===== config.mk =====
export PLATFORM = sky130hd
export DESIGN_NAME = data_rom_stream_ctrl
export DESIGN_NICKNAME = d
export VERILOG_FILES = /design/src/rtl/cnn_pkg.sv /design/src/rtl/stream_fifo2.sv /design/src/rtl/data_rom_stream_ctrl.sv
export SDC_FILE = /design/constraint.sdc
export NUM_CORES = 1
export LEC_CHECK = 0
export ABC_AREA = 1
export CAP_MARGIN = 5
export CORE_MARGIN = 10
export CORE_UTILIZATION = 57
export CTS_CLUSTER_DIAMETER = 60
export DETAILED_ROUTE_END_ITERATION = 6
export MAX_ROUTING_LAYER = met4
export PLACE_DENSITY = 0.86
export SYNTH_ARGS = -nofsm -noshare
export SYNTH_HDL_FRONTEND = slang
export SYNTH_HIERARCHICAL = 1
export SYNTH_SLANG_ARGS = --single-unit

===== constraint.sdc =====
create_clock -name clk -period 8.1 [get_ports clk]
set_clock_uncertainty 0.05 [all_clocks]
set_input_delay 1.62 -clock clk [delete_from_list [all_inputs] [get_ports clk]]
set_output_delay 1.62 -clock clk [all_outputs]
set_load 0.01 [all_outputs]

===== src/rtl/cnn_pkg.sv =====
// Shared constants and state encoding for the CNN input-stream blocks.
package cnn_pkg;

  localparam int unsigned IMG_W  = 30;
  localparam int unsigned IMG_H  = 30;
  localparam int unsigned PIX_N  = IMG_W * IMG_H;
  localparam int unsigned DATA_W = 16;
  localparam int unsigned ADDR_W = 10;
  localparam int unsigned TAG_W  = 5;

  typedef enum logic [1:0] {
    IDLE  = 2'd0,
    RUN   = 2'd1,
    DRAIN = 2'd2
  } state_e;

endpackage


===== src/rtl/stream_fifo2.sv =====
// Two-entry synchronous FIFO; push+pop in the same cycle is legal when full or empty.
module stream_fifo2 #(
  parameter int unsigned W = 16
) (
  input  logic         clk,
  input  logic         rst,
  input  logic         push,
  input  logic         pop,
  input  logic [W-1:0] din,
  output logic [W-1:0] dout,
  output logic [1:0]   count
);

  logic [W-1:0] mem [2];
  logic         rd_ptr;
  logic         wr_ptr;
  logic         do_push;
  logic         do_pop;

  // A pop on empty is dropped; a push on full only lands if a pop frees the slot.
  assign do_pop  = pop && (count != 2'd0);
  assign do_push = push && ((count != 2'd2) || do_pop);
  assign dout    = mem[rd_ptr];

  always_ff @(posedge clk) begin
    if (rst) begin
      rd_ptr <= 1'b0;
      wr_ptr <= 1'b0;
      count  <= 2'd0;
    end else begin
      if (do_push) begin
        mem[wr_ptr] <= din;
        wr_ptr      <= ~wr_ptr;
      end
      if (do_pop) begin
        rd_ptr <= ~rd_ptr;
      end
      count <= count + 2'(do_push) - 2'(do_pop);
    end
  end

endmodule


===== src/rtl/data_rom_stream_ctrl.sv =====
// Streams the test-image ROM one pixel per cycle in raster order with
// valid/ready handshake, row/col tags and frame markers.
module data_rom_stream_ctrl
  import cnn_pkg::*;
#(
  parameter int unsigned IMG_W  = cnn_pkg::IMG_W,
  parameter int unsigned IMG_H  = cnn_pkg::IMG_H,
  parameter int unsigned DATA_W = cnn_pkg::DATA_W,
  parameter int unsigned ADDR_W = cnn_pkg::ADDR_W
) (
  input  logic              clk,
  input  logic              rst,
  input  logic              start,
  output logic              busy,
  output logic              done,
  output logic              rom_en,
  output logic [ADDR_W-1:0] rom_addr,
  input  logic [DATA_W-1:0] rom_data,
  output logic [DATA_W-1:0] m_data,
  output logic              m_valid,
  input  logic              m_ready,
  output logic [4:0]        m_row,
  output logic [4:0]        m_col,
  output logic              m_sof,
  output logic              m_eol,
  output logic              m_eof
);

  localparam int unsigned NPIX  = IMG_W * IMG_H;
  localparam int unsigned CNT_W = ADDR_W + 1;

  state_e              state;
  logic [CNT_W-1:0]    issue_cnt;
  logic [ADDR_W-1:0]   last_addr;
  logic                inflight;
  logic [TAG_W-1:0]    row_q;
  logic [TAG_W-1:0]    col_q;
  logic [1:0]          buf_count;
  logic [DATA_W-1:0]   buf_head;
  logic [2:0]          occ;
  logic                pop;
  logic                col_last;
  logic                last_pix;

  stream_fifo2 #(.W(DATA_W)) u_buf (
    .clk   (clk),
    .rst   (rst),
    .push  (inflight),
    .pop   (pop),
    .din   (rom_data),
    .dout  (buf_head),
    .count (buf_count)
  );

  assign m_valid  = (buf_count != 2'd0);
  assign pop      = m_valid & m_ready;
  assign col_last = (col_q == TAG_W'(IMG_W - 1));
  assign last_pix = col_last && (row_q == TAG_W'(IMG_H - 1));

  // Credit: in-flight read plus buffered words after this cycle's pop must leave a free slot.
  assign occ      = 3'(inflight) + 3'(buf_count) - 3'(pop);
  assign rom_en   = (state == RUN) && (occ < 3'd2) && (issue_cnt < CNT_W'(NPIX));
  assign rom_addr = rom_en ? issue_cnt[ADDR_W-1:0] : last_addr;

  assign m_data = m_valid ? buf_head : '0;
  assign m_row  = m_valid ? row_q : '0;
  assign m_col  = m_valid ? col_q : '0;
  assign m_sof  = m_valid && (row_q == '0) && (col_q == '0);
  assign m_eol  = m_valid && col_last;
  assign m_eof  = m_valid && last_pix;

  always_ff @(posedge clk) begin
    if (rst) begin
      state     <= IDLE;
      busy      <= 1'b0;
      done      <= 1'b0;
      issue_cnt <= '0;
      last_addr <= '0;
      inflight  <= 1'b0;
      row_q     <= '0;
      col_q     <= '0;
    end else begin
      done     <= 1'b0;
      inflight <= rom_en;

      if (rom_en) begin
        issue_cnt <= issue_cnt + CNT_W'(1);
        last_addr <= issue_cnt[ADDR_W-1:0];
      end

      if (pop) begin
        if (col_last) begin
          col_q <= '0;
          row_q <= row_q + TAG_W'(1);
        end else begin
          col_q <= col_q + TAG_W'(1);
        end
      end

      case (state)
        IDLE: begin
          issue_cnt <= '0;
          row_q     <= '0;
          col_q     <= '0;
          if (start) begin
            state <= RUN;
            busy  <= 1'b1;
          end
        end
        RUN: begin
          if (rom_en && (issue_cnt == CNT_W'(NPIX - 1))) begin
            state <= DRAIN;
          end
        end
        DRAIN: begin
          if (pop && last_pix) begin
            state <= IDLE;
            busy  <= 1'b0;
            done  <= 1'b1;
          end
        end
        default: begin
          state <= IDLE;
          busy  <= 1'b0;
        end
      endcase
    end
  end

endmodule


Word level (Yosys, flattened, before mapping)
Memory sizes are Yosys's and may differ from the RTL's. A register that Yosys moved wholly into a read port is not among the register bits.
Cells that the tools add are included.

word-level totals
  register bits after elaboration = 40
  memory bits (writable) = 32
  bits of input ports = 20
  output and inout port bits = 43
  logic and storage cells = 74
  memories = 1

cells by class
  add/sub/neg operators = 7
  order comparisons = 2
  eq/ne operators = 9
  muxes and demuxes = 18
  bitwise gates (word level) = 5
  reduce and logical (&&, ||, !) cells = 21

memory list
  name       words  bits a word  rd ports  clocked after Yosys merged registers in  wr ports  RTL line            text
  u_buf.mem  2      16           1         1                                        1         stream_fifo2.sv:14  logic [W-1:0] mem [2];

operators by type and width
  operator                                              count
  2-to-1 mux 16 bit                                     1
  2-to-1 mux 5 bit                                      3
  adder 11 x 1 -> 11 bit, second input constant         1
  == test 11 x 10 -> 1 bit, second input constant       1
  logical AND 1 bit                                     11
  < comparator 11 x 10 -> 1 bit, second input constant  1
  adder 5 x 1 -> 5 bit, second input constant           2
  == test 5 bit, second input constant                  2
  zero test 5 bit                                       2
  2-to-1 mux 10 bit                                     1
  2-to-1 mux 1 bit                                      8
  2-to-1 mux 2 bit                                      3
  inequality test 2 bit, second input constant          3
  case mux 2 bit (3 select lines)                       1
  AND reduction 3 bit                                   2
  NOT 1 bit                                             4
  OR reduction 2 bit                                    2
  adder 1 x 2 -> 3 bit                                  1
  < comparator 3 x 2 -> 1 bit, second input constant    1
  case mux 1 bit (3 select lines)                       1
  subtractor 3 x 1 -> 3 bit                             1
  adder 2 x 1 -> 2 bit                                  1
  == test 2 x 1 -> 1 bit, second input constant         1
  == test 2 bit, second input constant                  1
  7 further kinds                                       7

Depth between registers and ports, before layout
Gate-level depths: netlist of the first run.

  depth in word-level cells = 9
  gate-level depth with buffers = 16
  depth with buffers taken out = 15

Cells and area by module
Netlist of the first run, hierarchy kept.

by module, submodules not included
  module                instances  cells each  area each (µm²)  sequential area each (µm²)
  data_rom_stream_ctrl  1          313         2,069.5          720.7
  stream_fifo2          1          89          1,461.4          1,061.0

Worst setup path before layout of the first run
OpenSTA, ideal clock, no wires.

  path kind = input -> output
  start point = input m_ready
  end point = output rom_addr[0]
  arrival time = 3,406 ps
  data required time = 6,430 ps
  setup slack = 3,024 ps
  stages = 11
  path buffers = 1
  cell sequence = inv_1 > nor2_4 > ha_1 > inv_1 > nand2_1 > fa_1 > nand3_1 > nor2_4 > nand2_4 > buf_6 > a21oi_1

between the ends
  longest elaborated chain between the ends = 6

RTL lines
  element                          RTL line                    text
  start, declared                  data_rom_stream_ctrl.sv:21  input logic m_ready,
  bitwise AND 1 bit                data_rom_stream_ctrl.sv:56  assign pop = m_valid & m_ready;
  via pop                          data_rom_stream_ctrl.sv:41  logic pop;
  subtractor 3 x 1 -> 3 bit        data_rom_stream_ctrl.sv:61  assign occ = 3'(inflight) + 3'(buf_count) - 3'(pop);
  < comparator 3 x 2 -> 1 bit      data_rom_stream_ctrl.sv:62  assign rom_en = (state == RUN) && (occ < 3'd2) && (issue_cnt < CNT_W'(NPIX));
  logical AND 1 bit (2 in series)  data_rom_stream_ctrl.sv:62
  2-to-1 mux 10 bit                -
  end, declared                    data_rom_stream_ctrl.sv:17  output logic [ADDR_W-1:0] rom_addr,

The timed path passes the listed nets, and every way through them passes these cells.

Worst setup path in the final report of the first run
  start point = input m_ready
  end point = output rom_addr[5]

Same word-level chain as after synthesis.

==> run_results.csv, run 1 <==
group,metric,value,unit
worst_setup_path,crit_family,"buffers and inverters",
clock_network,cts_sinks,73,
placed_design,dpl_cell_area,4160,µm²
clock_network,path_clk_slew,0.07,ns
sta,worstMarginPinSlew,0.936,ns
die,core,5960,µm²
pwr,seqPwrFrac,50.8,%
route,antenna_left,0,
cells_and_area,area_delta_synth_final,23.0,%
route,met1_length,3300,µm
logic_synthesis,synthesis.nets,433,
sta,fin_crit,6.36,ns
logic_synthesis,synth_top_area_share,27.2,%
sta,rsz0062_at_grt,"false",
die,dieHeight,98.7,µm
sta,hold_viol_final,0,
clock_network,cts_buffer_depth,2,
logic_synthesis,ys.flop_type,"dfxtp_1",
worst_setup_path,crit_chain,"clkdlybuf4s50_1 > inv_1 > nor2_4 > ha_1 > inv_1 > nand2_1 > fa_1 > nand3_1 > nor2_4 > nand2_4 > inv_2 > nand2_1 > nand2_1 > clkdlybuf4s50_1",
placed_design,gp_congestion,0.924,
pwr,internal_power,0.590,mW
worst_setup_path,rrSetupSlack,5.29,ns
clock_network,htreeDepth,3,
global_routing,track_usage,16.1,%
global_routing,antenna_found_initial,0,
sta,setup_viol,0,
route,wl,7600,µm
logic_synthesis,syn-cell-area,3530,µm²
cells_and_area,final_area,4340,µm²
worst_setup_path,critPathBufInv,5,
die,floorplan.rows,28,
pwr,p_clk_share,33.6,%
clock_network,cts_hold_buffers,0,
worst_setup_path,cpPeakStageDelay,0.54,ns
route,drt-initial-drc-count,177,
cells_and_area,register_area,1780,µm²
pwr,power_frac_comb,15.6,%
global_routing,grt_pass1_vias,2691,
pwr,peakVddDrop,0.167,mV
sta,relSlewSlack,37.5,%
logic_synthesis,async_reset_ff_share,0,%
route,drcViolationCount,0,
global_routing,grt_pass1_wl,12700,µm
sta,slew_violations,0,
worst_setup_path,crit_arrival,4.69,ns
cells_and_area,layout.nets,495,
worst_setup_path,path_max_fanout,32,
pwr,swShare,25.2,%
route,top_layer_used,"met4",
die,die_area,9740,µm²
cells_and_area,fillCellCount,442,
job,cap_violations,0,
route,dr_wl_met3,390,µm
clock_network,cts_resized,0,
pwr,leakagePower,1.76,nW
die,start_util,59.3,%
clock_network,clock_latency,0.34,ns
worst_setup_path,critPathKind,"input pin to output pin",
clock_network,cts_tree,"done",
route,vias,2759,
cells_and_area,multi_input_area,1370,µm²
logic_synthesis,synth_area_leaders,"edfxtp_1 (27%), dfxtp_1 (23%), inv_1 (7.3%)",
route,via_per_inst,5.07,
logic_synthesis,synthDistinctLibCells,33,
worst_setup_path,cp_data_required_time,6.43,ns
sta,max_freq,0.157,GHz
placed_design,portBuffers,62,
logic_synthesis,synth_seq_cells,73,
placed_design,dpl.hpwl,5590,µm
pwr,powerDensity,182,nW/µm²
logic_synthesis,yosysSeqAreaShare,50.5,%
sta,fin_tns_setup,0,ns
logic_synthesis,synthCells,402,
cells_and_area,layout-drive-gt1-share,10.0,%
route,routedWlPerCell,14.0,µm
logic_synthesis,synth_warnings,6,
sta,final.period_utilization,78.5,%
worst_setup_path,cp-end-kind,"output pin",
min_path,hold_class,"flop to flop",
clock_network,root_buffer,"clkbuf_8",
pwr,p_switching,0.198,mW
clock_network,numCtsBuffers,9,
logic_synthesis,synth_area_per_cell,8.78,µm²
route,drt_first_pass_iters,5,
logic_synthesis,synth_edf_count,32,
logic_synthesis,yosysTopAreaCell,"edfxtp_1",
die,pin_count,63,
outcome,status,"finished clean",
global_routing,grt_max_degree,33,
worst_setup_path,path_depth,14,
logic_synthesis,synthTopCellsByCount,"inv_1 (69), nor2_1 (66), nand2_1 (65)",
worst_setup_path,critPathSlowestCell,"clkdlybuf4s50_1",
min_path,worstHoldPathCells,2,
clock_network,cts_setup_buffers,0,
worst_setup_path,path_common_cell,"nand2_1",
route,route.met2.wl,3780,µm
die,die_x,98.7,µm
worst_setup_path,reg2regPathDepth,12,
cells_and_area,antenna_cells,0,
worst_setup_path,worst_setup_path_start_kind,"input pin",
global_routing,grt-ovfl-total,0,
logic_synthesis,synthMostInstantiatedCell,"inv_1",
==> layout by cell type (no fill, tap or decap), types with 6 or more instances in the layout <==
cell and instances:
mux2_4 10, edfxtp_1 32, nand4_1 6, nand3_1 14
nor3_1 9, clkbuf_8 10, o21ai_1 9, ha_1 10
nand2_1 65, mux2_2 6, inv_1 69, nor2_1 66
dfxtp_1 41, a21oi_1 20, clkdlybuf4s50_1 62
==> state kept, by name (all words and copies together) (netlist names), named ones only <==
| signal | count |
|---|---|
| state | 2 |
| last_addr | 10 |
| u_buf/wr_ptr | 1 |
| u_buf/rd_ptr | 1 |
| row_q | 5 |
| busy | 1 |
| u_buf/count | 2 |
| inflight | 1 |
| done | 1 |
| u_buf/mem | 32 |
| col_q | 5 |
| issue_cnt | 11 |
==> through the flow <==
step / utilization (%) / setup WS (ns) / hold WS, ns / total power [mW] / std cells
final: 72.9 / 1.74 / 0.427 / 0.789 / 544
after global placement: 69.8 / 1.85 / 0.401 / 0.528 / 528
after CTS: 72.9 / 1.77 / 0.426 / 0.794 / 544
after detailed placement: 69.8 / 1.77 / 0.407 / 0.533 / 528
after global routing: 72.9 / 1.53 / 0.457 / 0.826 / 544
after floorplan: - / 3.02 / 0.392 / 0.481 / 402
==> power groups by stage <==
stage	Combinational, mW	Sequential (mW)	Clock [mW]
floorplan	0.0738	0.407	0
finish	0.123	0.401	0.265
detailed placement	0.124	0.409	0
global placement	0.119	0.408	0
CTS	0.125	0.401	0.269
global route	0.136	0.402	0.288
==> worst register-to-register path, cell delays in order, from the launching register on <==
cell and delay [ns]:
dfxtp_1 0.51, nor2_2 0.10, nor2_4 0.23, ha_1 0.28
inv_1 0.06, nand2_1 0.06, fa_1 0.48, nand3_1 0.11
nor2_4 0.15, nand2_4 0.21, inv_2 0.23, nor2_1 0.07
o21a_1 0.17
==> area by class of cell <==
type                            instances  share of cell area, %
Clock buffer                           14                   4.01
Clock inverter                          2                  0.288
Inverter                               73                   6.31
Multi-Input combinational cell        243                   31.6
Sequential cell                        73                   41.0
Tap cell                               75                   2.16
Timing Repair Buffer                   64                   14.6
==> routing by layer <==
metal / global-route usage, % / vias to the layer above
li1: - / 1398
met1: 18.8 / 1259
met2: 25.6 / 87
met3: 4.40 / 15
met4: 6.95 / 0
met5: - / -
==> cells by family (layout without fill, tap and decap cells) <==
group | Yosys count | in the layout | share of synthesized area [%]
buffers and inverters | 86 | 153 | 10.7
and+or+nand+nor | 173 | 173 | 21.3
DFF | 73 | 73 | 50.5
adders and majority gates | 11 | 11 | 4.11
AOI/OAI and AO/OA | 39 | 39 | 6.27
muxes | 16 | 16 | 6.17
xor gates and xnor gates | 4 | 4 | 0.992
==> worst paths after layout <==
path / to / start
worst max-delay path: rom_addr[5] / m_ready
worst min-delay path: last_addr[3] / last_addr[3]
worst max register to register: issue_cnt[0] / u_buf/count[1]
worst min register to register: last_addr[3] / last_addr[3]
No activity file was read; power rests on OpenSTA's default activity.
==> run 2: changes to the inputs <==
CORE_UTILIZATION = 53   (was 57)
PLACE_DENSITY = 0.8   (was 0.86)
clock period = 6.5 ns   (was 8.1 ns; I/O delays follow)
==> run 2 against run 1 <==
Compared with the run above:
- cell area up 0.23%
- sequential cell count unchanged
- cell count up 0.37%
- critical path depth unchanged
- clock-buffer cell count down 5
- total power up 26%
- via count down 1.2%
- die area up 6.0%
- critical path type unchanged
- combinational power up 23%
- highest routed layer unchanged
- largest power group unchanged
- worst setup slack worse by 0.94 ns
- sequential share of layout area down 0.094 points
==> run_results.csv, run 2 (same netlist as run 1, synthesis figures left out) <==
group,metric,value,unit
cells_and_area,regMostFlops,"u_buf/mem",
cells_and_area,antenna_cells,0,
worst_setup_path,cp-end-kind,"output pin",
min_path,worstHoldPathCells,2,
clock_network,cts_buffer_depth,2,
worst_setup_path,rrSetupSlack,3.73,ns
clock_network,path_clk_slew,0.07,ns
job,cap_violations,0,
route,routedWlPerCell,13.1,µm
route,via_per_inst,4.99,
sta,relSlewSlack,37.7,%
route,antenna_left,0,
die,dieHeight,102,µm
die,floorplan.rows,29,
route,drt-initial-drc-count,193,
worst_setup_path,reg2regPathDepth,12,
die,pin_count,63,
outcome,status,"finished clean",
route,wl,7150,µm
pwr,peakVddDrop,0.184,mV
worst_setup_path,critPathLaunch,"m_ready",
min_path,min_from,"busy",
placed_design,gp_congestion,0.929,
sta,worstMarginPinSlew,0.933,ns
die,die_area,10300,µm²
die,core,6420,µm²
global_routing,track_usage,15.0,%
clock_network,cts_hold_buffers,0,
worst_setup_path,cp_data_required_time,5.15,ns
clock_network,cts_resized,0,
placed_design,dpl_cell_area,4160,µm²
pwr,powerDensity,228,nW/µm²
sta,slew_violations,0,
cells_and_area,fillCellCount,498,
sta,hold_viol_final,0,
sta,hold_ws,0.418,ns
pwr,leakagePower,1.77,nW
clock_network,cts_tree,"done",
placed_design,dpl.hpwl,5180,µm
pwr,power,0.994,mW
sta,rsz0062_at_grt,"false",
sta,fin_crit,5.71,ns
sta,max_freq,0.175,GHz
pwr,p_switching,0.254,mW
clock_network,root_buffer,"clkbuf_8",
pwr,seqPwrFrac,50.2,%
sta,setup_viol,0,
die,die_x,102,µm
global_routing,antenna_found_initial,0,
sta,fin_tns_setup,0,ns
cells_and_area,layout-drive-gt1-share,10.7,%
placed_design,portBuffers,62,
route,drt_first_pass_iters,4,
die,start_util,55.0,%
clock_network,cts_sinks,73,
global_routing,grt_pass1_wl,12100,µm
clock_network,numCtsBuffers,9,
cells_and_area,final_area,4350,µm²
worst_setup_path,worst_setup_path_start_kind,"input pin",
pwr,power_frac_comb,15.2,%
global_routing,grt_max_degree,33,
placed_design,dp.cells,530,
cells_and_area,stdcell_count,546,
sta,final.period_utilization,87.8,%
clock_network,clock_latency,0.34,ns
cells_and_area,area_delta_synth_final,23.2,%
route,vias,2727,
cells_and_area,largest_reg_flops,32,
pwr,internal_power,0.740,mW
global_routing,grt-ovfl-total,0,
clock_network,cts_setup_buffers,0,
route,drcViolationCount,0,
cells_and_area,layout_common_cells,"inv_1 (69), nor2_1 (66), nand2_1 (65)",
cells_and_area,layout.nets,495,
cells_and_area,largest_registers,"u_buf/mem (32), issue_cnt (11), last_addr (10)",
worst_setup_path,critPathKind,"input pin to output pin",
min_path,hold_class,"flop to flop",
worst_setup_path,rr_startpoint,"u_buf/count[1]",
worst_setup_path,path_max_fanout,32,
pwr,p_clk_share,34.6,%
global_routing,grt_pass1_vias,2599,
cells_and_area,final_common_cell,"inv_1",
clock_network,htreeDepth,3,
worst_setup_path,crit_arrival,4.36,ns
pwr,swShare,25.6,%
==> run 2: changes by cell type in the layout (fill, tap and decap cells not counted) <==
cell,before,now
clkbuf_1,3,0
bufinv_16,0,1
clkbuf_16,1,0
clkbuf_8,10,9
clkinv_2,1,2
clkinv_4,0,1
clkinvlp_2,0,1
inv_6,0,1
==> run 2: path summary, 6_finish.rpt <==
kind | end
max | rom_addr[3]
min | busy
max reg2reg | issue_cnt[0]
min reg2reg | busy
==> run 2: layer usage <==
layer  global-route usage [%]  wire (µm)  vias up
met2                     23.0       3260       87
met4                     8.03        138        0
li1                         -          -     1403
met5                        -          0        -
met3                     4.49        590       15
met1                     17.2       3160     1222
==> run 2: cell type report <==
| class | count | area (µm²) | area share, % |
|---|---|---|---|
| clock buffer | 9 | 124 | 2.85 |
| inverter | 73 | 274 | 6.30 |
| sequential | 73 | 1780 | 40.9 |
| multi-input combinational | 243 | 1370 | 31.5 |
| tap | 77 | 96.3 | 2.21 |
| timing repair buffer | 64 | 636 | 14.6 |
| clock inverter | 7 | 70.1 | 1.61 |
==> run 2: worst max-delay path: stages <==
cell             delay [ns]
clkdlybuf4s50_1        0.46
inv_1                  0.08
nor2_4                 0.24
ha_1                   0.28
inv_1                  0.05
nand2_1                0.05
fa_1                   0.48
nand3_1                0.12
nor2_4                 0.15
nand2_4                0.20
inv_2                  0.22
nand2_1                0.10
nand2_1                0.08
clkdlybuf4s50_1        0.53
==> run 2: power by group through the flow <==
stage / sequential (mW) / clock [mW] / combinational (mW)
floorplan: 0.508 / 0 / 0.0919
global placement: 0.509 / 0 / 0.150
detailed placement: 0.510 / 0 / 0.153
CTS: 0.499 / 0.353 / 0.154
global route: 0.501 / 0.372 / 0.170
finish: 0.499 / 0.343 / 0.151
==> run 2: stage by stage <==
| step | worst slack (ns) | utilization, % |
|---|---|---|
| floorplan | 2.06 | - |
| global placement | 0.863 | 64.7 |
| detailed placement | 0.778 | 64.7 |
| CTS | 0.782 | 67.8 |
| global route | 0.517 | 67.8 |
| finish | 0.795 | 67.8 |
